===== src/rtl/seg_scan_capture_if.sv =====
// Scan-line bundle for the 7-segment capture block: the active-low an/seg
// lines driven by a display scanner plus the rebuilt frame outputs.
interface seg_scan_capture_if;
  logic [3:0]  an;
  logic [6:0]  seg;
  logic [15:0] value;
  logic [3:0]  blank;
  logic        valid;
  logic        frame_err;
  logic [7:0]  err_cnt;
  logic        stale;

  modport master (
    output an, seg,
    input  value, blank, valid, frame_err, err_cnt, stale
  );

  modport slave (
    input  an, seg,
    output value, blank, valid, frame_err, err_cnt, stale
  );
endinterface


===== src/rtl/seg_scan_capture.sv =====
// Receiver for a multiplexed 4-digit active-low 7-segment scan. Debounces
// the (an,seg) lines, decodes each dwell to a nibble, checks digit order
// and publishes one 16-bit value per complete scan frame.
module seg_scan_capture #(
  parameter int unsigned STABLE  = 4,
  parameter int unsigned TIMEOUT = 2000000
) (
  input logic              clk,
  input logic              rstn,
  seg_scan_capture_if.slave scan
);

  localparam int unsigned SW      = $clog2(STABLE + 1);
  localparam logic [20:0] TO_LAST = 21'(TIMEOUT - 1);

  typedef enum logic [1:0] {IDLE, COLLECT, ERR} state_t;

  logic [3:0]       r_an_s1, r_an_s2;
  logic [6:0]       r_seg_s1, r_seg_s2;
  logic [10:0]      r_prev;
  logic [SW-1:0]    r_stab;
  logic             r_acc;
  logic [10:0]      r_dwell;
  logic [10:0]      w_samp;

  state_t           r_state, w_state_nxt;
  logic [3:0][3:0]  r_nib;
  logic [3:0]       r_seen;
  logic [1:0]       r_last;
  logic [15:0]      r_value;
  logic [3:0]       r_blank;
  logic             r_valid, r_ferr, r_stale;
  logic [7:0]       r_err_cnt;
  logic [20:0]      r_to;

  logic [3:0]       w_nib;
  logic             w_seg_ok, w_one, w_blank_slot, w_dig_ok, w_d0;
  logic [1:0]       w_idx;
  logic             w_load0, w_store, w_publish, w_fault;
  logic [15:0]      w_pub_val;

  assign w_samp = {r_an_s2, r_seg_s2};

  // Two-flop synchronizer, stability counter and single-shot dwell accept.
  // A sample equal to the last accepted dwell is not accepted again, so a
  // short glitch inside one dwell cannot make the same digit appear twice.
  always_ff @(posedge clk) begin
    if (!rstn) begin
      r_an_s1  <= '1;
      r_an_s2  <= '1;
      r_seg_s1 <= '1;
      r_seg_s2 <= '1;
      r_prev   <= '1;
      r_stab   <= '0;
      r_acc    <= 1'b0;
      r_dwell  <= '1;
    end else begin
      r_an_s1  <= scan.an;
      r_an_s2  <= r_an_s1;
      r_seg_s1 <= scan.seg;
      r_seg_s2 <= r_seg_s1;
      r_prev   <= w_samp;
      r_acc    <= 1'b0;
      if (w_samp != r_prev)
        r_stab <= '0;
      else if (r_stab != SW'(STABLE))
        r_stab <= r_stab + 1'b1;
      if ((w_samp == r_prev) && (r_stab == SW'(STABLE - 2)) && (w_samp != r_dwell)) begin
        r_acc   <= 1'b1;
        r_dwell <= w_samp;
      end
    end
  end

  // Classify the accepted dwell: anode one-hot index and segment decode.
  always_comb begin
    w_nib    = 4'h0;
    w_seg_ok = 1'b1;
    unique case (r_dwell[6:0])
      7'b0000001: w_nib = 4'h0;
      7'b1001111: w_nib = 4'h1;
      7'b0010010: w_nib = 4'h2;
      7'b0000110: w_nib = 4'h3;
      7'b1001100: w_nib = 4'h4;
      7'b0100100: w_nib = 4'h5;
      7'b0100000: w_nib = 4'h6;
      7'b0001111: w_nib = 4'h7;
      7'b0000000: w_nib = 4'h8;
      7'b0000100: w_nib = 4'h9;
      7'b0001000: w_nib = 4'hA;
      7'b1100000: w_nib = 4'hB;
      7'b0110001: w_nib = 4'hC;
      7'b1000010: w_nib = 4'hD;
      7'b0110000: w_nib = 4'hE;
      7'b0111000: w_nib = 4'hF;
      default:    w_seg_ok = 1'b0;
    endcase
    w_idx = 2'd0;
    w_one = 1'b1;
    unique case (r_dwell[10:7])
      4'b1110: w_idx = 2'd0;
      4'b1101: w_idx = 2'd1;
      4'b1011: w_idx = 2'd2;
      4'b0111: w_idx = 2'd3;
      default: w_one = 1'b0;
    endcase
    w_blank_slot = (r_dwell[10:7] == 4'b1111);
    w_dig_ok     = w_one && w_seg_ok;
    w_d0         = r_acc && w_dig_ok && (w_idx == 2'd0);
  end

  // Frame FSM: next state and datapath strobes.
  always_comb begin
    w_state_nxt = r_state;
    w_load0     = 1'b0;
    w_store     = 1'b0;
    w_publish   = 1'b0;
    w_fault     = 1'b0;
    if (r_acc && !w_blank_slot) begin
      unique case (r_state)
        COLLECT: begin
          if (!w_dig_ok) begin
            w_fault     = 1'b1;
            w_state_nxt = ERR;
          end else if (w_idx == 2'd0) begin
            w_publish = 1'b1;
            w_load0   = 1'b1;
          end else if (w_idx > r_last) begin
            w_store = 1'b1;
          end else begin
            w_fault     = 1'b1;
            w_state_nxt = ERR;
          end
        end
        default: begin
          if (w_dig_ok && (w_idx == 2'd0)) begin
            w_load0     = 1'b1;
            w_state_nxt = COLLECT;
          end
        end
      endcase
    end
  end

  // Published value: digits never seen in the frame read as zero.
  always_comb begin
    w_pub_val = '0;
    for (int unsigned i = 0; i < 4; i++)
      if (r_seen[i])
        w_pub_val[4*i +: 4] = r_nib[i];
  end

  // State register, frame collection, publish/error outputs.
  always_ff @(posedge clk) begin
    if (!rstn) begin
      r_state   <= IDLE;
      r_nib     <= '0;
      r_seen    <= '0;
      r_last    <= '0;
      r_value   <= '0;
      r_blank   <= '1;
      r_valid   <= 1'b0;
      r_ferr    <= 1'b0;
      r_err_cnt <= '0;
    end else begin
      r_state <= w_state_nxt;
      r_valid <= w_publish;
      r_ferr  <= w_fault;
      if (w_publish) begin
        r_value <= w_pub_val;
        r_blank <= {~r_seen[3:1], 1'b0};
      end
      if (w_load0) begin
        r_nib[0] <= w_nib;
        r_seen   <= 4'b0001;
        r_last   <= 2'd0;
      end
      if (w_store) begin
        r_nib[w_idx]  <= w_nib;
        r_seen[w_idx] <= 1'b1;
        r_last        <= w_idx;
      end
      if (w_fault && (r_err_cnt != '1))
        r_err_cnt <= r_err_cnt + 1'b1;
    end
  end

  // Stale watchdog: restarted by every accepted valid digit 0.
  always_ff @(posedge clk) begin
    if (!rstn) begin
      r_to    <= '0;
      r_stale <= 1'b0;
    end else if (w_d0) begin
      r_to    <= '0;
      r_stale <= 1'b0;
    end else if (r_to != TO_LAST) begin
      r_to <= r_to + 1'b1;
      if (r_to == TO_LAST - 1'b1)
        r_stale <= 1'b1;
    end
  end

  assign scan.value     = r_value;
  assign scan.blank     = r_blank;
  assign scan.valid     = r_valid;
  assign scan.frame_err = r_ferr;
  assign scan.err_cnt   = r_err_cnt;
  assign scan.stale     = r_stale;

endmodule

===== src/flat_wrapper.sv =====
// flat-port wrapper written by rule: the top's interface ports become plain ports
module seg_scan_capture_flat 
#(
  parameter int unsigned STABLE  = 4,
  parameter int unsigned TIMEOUT = 2000000
)
  (clk, rstn, scan_an, scan_seg, scan_value, scan_blank, scan_valid, scan_frame_err, scan_err_cnt, scan_stale);
  seg_scan_capture_if scan_i ();
  input logic clk;
  input logic rstn;
  input wire logic [$bits(scan_i.an)-1:0] scan_an;
  input wire logic [$bits(scan_i.seg)-1:0] scan_seg;
  output wire logic [$bits(scan_i.value)-1:0] scan_value;
  output wire logic [$bits(scan_i.blank)-1:0] scan_blank;
  output wire logic [$bits(scan_i.valid)-1:0] scan_valid;
  output wire logic [$bits(scan_i.frame_err)-1:0] scan_frame_err;
  output wire logic [$bits(scan_i.err_cnt)-1:0] scan_err_cnt;
  output wire logic [$bits(scan_i.stale)-1:0] scan_stale;
  assign scan_i.an = scan_an;
  assign scan_i.seg = scan_seg;
  assign scan_value = scan_i.value;
  assign scan_blank = scan_i.blank;
  assign scan_valid = scan_i.valid;
  assign scan_frame_err = scan_i.frame_err;
  assign scan_err_cnt = scan_i.err_cnt;
  assign scan_stale = scan_i.stale;
  seg_scan_capture #(.STABLE(STABLE), .TIMEOUT(TIMEOUT)) u_core (.clk(clk), .rstn(rstn), .scan(scan_i));
endmodule

===== config.mk =====
export PLATFORM = sky130hd
export DESIGN_NAME = seg_scan_capture_flat
export DESIGN_NICKNAME = d
export VERILOG_FILES = /design/src/rtl/seg_scan_capture_if.sv /design/src/rtl/seg_scan_capture.sv /design/src/flat_wrapper.sv
export SDC_FILE = /design/constraint.sdc
export NUM_CORES = 1
export LEC_CHECK = 0
export ABC_CLOCK_PERIOD_IN_PS = 3400
export BUFFER_PORTS_ARGS = -buffer_cell sky130_fd_sc_hd__buf_2
export CORE_MARGIN = 2
export CORE_UTILIZATION = 51
export DETAILED_ROUTE_END_ITERATION = 8
export HOLD_SLACK_MARGIN = 0.02
export MAX_ROUTING_LAYER = met4
export PLACE_DENSITY = 0.7
export SYNTH_ARGS = -nofsm -noshare
export SYNTH_HDL_FRONTEND = slang
export SYNTH_SLANG_ARGS = --single-unit

===== constraint.sdc =====
create_clock -name clk -period 3.4 [get_ports clk]
set_clock_uncertainty 0.05 [all_clocks]
set_input_delay 0.34 -clock clk [delete_from_list [all_inputs] [get_ports clk]]
set_output_delay 0.34 -clock clk [all_outputs]
set_load 0.01 [all_outputs]

; Word level (Yosys, flattened, before mapping)
; Index checks and enable logic that the tools add are counted.
; Widths: inputs -> output; s select.
[word_totals]
latchBits = 0
regBits = 124
out_inout_bits = 31
mem_bits_ro = 0
ram_bits = 0
memories = 0
[op_classes]
reduce_logical = 20
n_addsub = 3
order_cmp = 3
div_mod_pow = 0
n_mul = 0
bitwise = 3
muxes = 44
eq_ne = 31
shifts = 0
[ops]
columns = cell, count
row1 = $pmux 4 s15, 1
row2 = $mux 4, 11
row3 = $eq 7x6->1 const B, 5
row4 = $eq 7x7->1 const B, 4
row5 = $ne 11x11->1, 2
row6 = $add 21x1->21 const B, 1
row7 = $eq 21x21->1 const B, 1
row8 = $mux 1, 21
row9 = $ne 21x21->1 const B, 1
row10 = $bwmux 16, 1
row11 = $eq 4x4->1 const B, 4
row12 = $reduce_or 16->1, 1
row13 = $eq 7x3->1 const B, 2
row14 = $eq 7x4->1 const B, 2
row15 = $mux 2, 7
row16 = $eq 11x11->1, 1
row17 = $logic_and 1x1->1, 9
row18 = $ne 3x3->1 const B, 3
row19 = $add 8x1->8 const B, 1
row20 = $demux 4 s2, 1
row21 = $ne 8x8->1 const B, 1
row22 = $eq 7x1->1 const B, 1
row23 = $eq 7x5->1 const B, 1
row24 = $logic_not 7->1, 1
row25 = other kinds (19), 21

; Logic depth before layout (Yosys ltp)
[logic_depth]
ltp_word = 12
ltp_mapped = 12
depth_no_buf = 10

; Worst setup path after synthesis
; Ideal clock, no wire load.
[synth_path]
path_type = flip-flop to flip-flop
start = register u_core.r_dwell[10]
end = register u_core.r_err_cnt[4], in the netlist u_core.scan.err_cnt[4]
path_slack_ps = 561
t_arrival_ps = 2719
path_stages_with_launch = 12
synth_period_minus_slack_ps = 2839
cell_sequence = dfxtp_1 > buf_1 > xor2_1 > and3_1 > ha_1 > nor2b_1 > o211ai_1 > mux2i_1 > a311oi_1 > a21oi_2 > or4_1 > a21oi_1
[synth_between]
elab_chain_len = 9
elab_cells_between_ends = 19
cone_classes = 1 x order compare / 5 x eq/ne / 7 x mux / 6 x reduce/logical
[synth_lines]
columns = element, line_no
row1 = start: declaration, seg_scan_capture.sv:23  ; logic [10:0] r_dwell;
row2 = start signal: assignment, seg_scan_capture.sv:70  ; r_dwell <= w_samp;
row3 = $eq 4x3->1 / $eq 4x4->1 (equally long branches), seg_scan_capture.sv:100  ; unique case (r_dwell[10:7])
row4 = $pmux 2 s3, seg_scan_capture.sv:100
row5 = $gt 2x2->1, seg_scan_capture.sv:128  ; end else if (w_idx > r_last) begin
row6 = $mux 1, seg_scan_capture.sv:128
row7 = $mux 1, seg_scan_capture.sv:125  ; end else if (w_idx == 2'd0) begin
row8 = $mux 1, seg_scan_capture.sv:122  ; if (!w_dig_ok) begin
row9 = $mux 1, seg_scan_capture.sv:120  ; unique case (r_state)
row10 = $mux 1 *, seg_scan_capture.sv:119  ; if (r_acc && !w_blank_slot) begin
row11 = $logic_and 1x1->1 *, seg_scan_capture.sv:183  ; if (w_fault && (r_err_cnt != '1))
row12 = end signal: assignment, seg_scan_capture.sv:184  ; r_err_cnt <= r_err_cnt + 1'b1;
row13 = end: declaration, seg_scan_capture.sv:33  ; logic [7:0] r_err_cnt;
; Mark *: on every way between the ends. The rest lies on a longest branch, timed or not.
; A chain may end at the register's enable or synchronous reset.

; Final worst setup path
; Same ends and word-level chain as after synthesis.

==> flow_summary_export.csv <==
group,metric,value,unit
min_path,hp-class,"in2reg",
clocking,numCtsBuffers,17,
logic_synthesis,synth_area_leader_cell,"dfxtp_1",
finish,n_fill_cell,883,
placed_design,dp_hpwl,6.840,mm
finish,layoutNonFillerInstCount,787,
finish,fin_nets,659,
finish,drive_gt1_share,14.13,%
clocking,clock_path_buffers,2,
floorplan,start_util,52.08,%
pwr,finalPower,3.385,mW
floorplan,io_pins,44,
placed_design,placedCellCount,744,
logic_synthesis,ys_seq_area_share,46.38,%
placed_design,routabilityCongestion,0.8651,
worst_setup_path,cpPeakStageDelay,0.60,ns
grt,antenna_found_initial,0,
logic_synthesis,ys_async_sr_fraction,0,%
clocking,root_buffer,"clkbuf_8",
worst_setup_path,critPathRequiredTime,3.79,ns
timing,period_needed,3.127,ns
pwr,p_leak,2.484,nW
pwr,p_per_area,535.6,nW/um^2
drt,drt-initial-drc-count,202,
clocking,cts_tree,"built",
drt,ant_nets,0,
timing,rsz0062_at_grt,"no",
clocking,path_clk_slew,0.06,ns
placed_design,dpl-instance-area,5603,sq um
worst_setup_path,critPathSlowestCell,"dfxtp_1",
logic_synthesis,avgSynthCellArea,8.996,sq um
clocking,cts_max_level,4,
floorplan,die_w,106.4,microns
placed_design,portBuffers,43,
clocking,clock_latency,0.51,ns
finish,stdcell_area,6320,sq um
timing,slew_viol_final,0,
grt,grt_pass1_vias,3897,
worst_setup_path,path_max_fanout,16,
run,maxCapViolations,0,
timing,layout_setup_ws,0.2733,ns
finish,final_common_cell,"dfxtp_1",
finish,diodes,0,
logic_synthesis,synth_area,5353,sq um
drt,drt-pass1-iter-count,4,
worst_setup_path,path_cells,"xor2_1, and3_1, ha_1, nor2b_1, o211ai_1, mux2i_1, a311oi_1, a21oi_2, or4_1, a21oi_1",
logic_synthesis,synth_top_area_share,46.38,%
floorplan,fp-row-count,37,
finish,area_delta_synth_final,18.07,%
timing,finalSetupViolations,0,
pwr,max-vdd-ir-drop,0.2819,mV
clocking,post_cts_buffers,0,
worst_setup_path,path_class,"reg2reg",
grt,grt_usage,20.02,%
worst_setup_path,arrival,3.52,ns
floorplan,die_h,106.4,microns
run_status,status,"finished clean",
logic_synthesis,synth-edff-count,0,
finish,final_cell_mix,"dfxtp_1, nand2_1, nor2_1",
finish,utilization,61.49,%
worst_setup_path,end_kind,"flop",
timing,setup_tns,0,ns
drt,wl_per_cell,13.15,microns
timing,max_freq,319.8,MHz
clocking,clkSinkCount,124,
timing,fin_crit_sh,91.96,%
timing,holdWs,0.1945,ns
drt,drcViolationCount,0,
drt,via_count,4146,
logic_synthesis,synth-main-ff-cell,"dfxtp_1",
timing,worst_slew_pin_slew,0.6992,ns
logic_synthesis,syn_inst,595,
floorplan,dieArea,11330,sq um
drt,routed_via_density,5.268,
worst_setup_path,crit_path_start_kind,"flop",
floorplan,core_area,10280,sq um
logic_synthesis,syn-num-nets,616,
grt,grt_max_degree,48,
grt,grt_pass1_wl,17.80,mm
logic_synthesis,yosysWarningCount,0,
placed_design,place_ws,0.3195,ns
timing,relSlewSlack,53.11,%
grt,grt_overflow_total,0,
logic_synthesis,synth_cell_types,61,
logic_synthesis,synthTopCellsByArea,"dfxtp_1, mux2i_1, nand2_1",
drt,wl,10.35,mm
timing,hold_viol,0,
logic_synthesis,synth_seq_cells,124,
-- final timing paths --
| kind | start | to | slack (ns) | depth (start not counted) |
|---|---|---|---|---|
| worst min-delay path | rstn | u_core.r_dwell[8] | 0.19 | 2 |
| worst max register to register | u_core.r_dwell[10] | u_core.scan.err_cnt[4] | 0.27 | 10 |
| worst min register to register | u_core.r_seg_s1[2] | u_core.r_seg_s2[2] | 0.35 | 1 |
| worst max-delay path | u_core.r_dwell[10] | u_core.scan.err_cnt[4] | 0.27 | 10 |
-- synth_stat cells (4+ instances only) --
cell      number
nor2b_1        6
nor3b_1        4
nand2b_1      39
nand2_1       65
nand3_1       37
a31oi_1        5
xor2_1        23
ha_1           8
a21oi_1       31
a22o_1         4
xnor2_1       20
mux2i_1       26
o21ai_0        6
inv_1         13
clkbuf_1      13
nor2_1        57
nor4b_1        4
o211ai_1       9
nor3_1        15
and3_1         7
nand4_1        6
nor4_1         5
dfxtp_1      124
buf_2         15
-- sequential cells by signal, indices dropped and copies added, names as in the netlist --
signal,cells
u_core.r_to,21
u_core.scan.blank,4
u_core.r_an_s1,4
u_core.scan.stale,1
u_core.scan.frame_err,1
u_core.scan.err_cnt,8
u_core.r_last,2
u_core.scan.value,16
u_core.r_state,2
u_core.r_seg_s2,7
u_core.r_prev,11
u_core.r_nib,16
u_core.r_dwell,11
u_core.r_seg_s1,7
u_core.r_stab,3
u_core.r_an_s2,4
u_core.r_seen,4
u_core.r_acc,1
u_core.scan.valid,1
-- where the power goes --
| part | internal [mW] | switching [mW] |
|---|---|---|
| Clock | 1.16 | 0.650 |
| Combinational | 0.0407 | 0.0435 |
| Sequential | 1.47 | 0.0144 |
| Total | 2.68 | 0.708 |
-- metal layers --
metal | track usage, % | up-vias | wire, microns
li1 | - | 2142 | -
met1 | 23.71 | 1922 | 4768
met2 | 33.61 | 67 | 5119
met3 | 4.476 | 15 | 329
met4 | 7.143 | 0 | 133
met5 | - | - | 0
-- repair_timing --
action,4_1_cts,5_1_grt
hold buffers,11,0
setup endpoints to repair,0,0
endpoints found under the hold margin,11,0
gates resized for setup,0,0
-- final cells by class --
class,count,area (sq um),share of cell area [%]
Clock buffer,20,445.4,7.048
Sequential cell,124,2482,39.28
Tap cell,136,170.2,2.693
Inverter,13,48.80,0.7721
Multi-Input combinational cell,424,2656,42.03
Clock inverter,12,161.4,2.554
Timing Repair Buffer,58,355.3,5.623
-- worst max-delay path, delay by kind of cell (launching register included) --
family          cells  cell delay [ns]
flops               1             0.60
fa+ha+maj           1             0.28
mux                 1             0.12
compound gates      4             0.98
xor+xnor            1             0.12
simple gates        3             0.89
-- logic make-up after synthesis --
kind of cell	share of synthesized area, %
AOI/OAI and AO/OA	10.66
buffers and inverters	3.997
muxes	4.862
and+or+nand+nor	25.01
DFF	46.38
adders and majority gates	2.057
xor gates and xnor gates	7.036
Note: power is estimated with default switching activity, not from simulation.
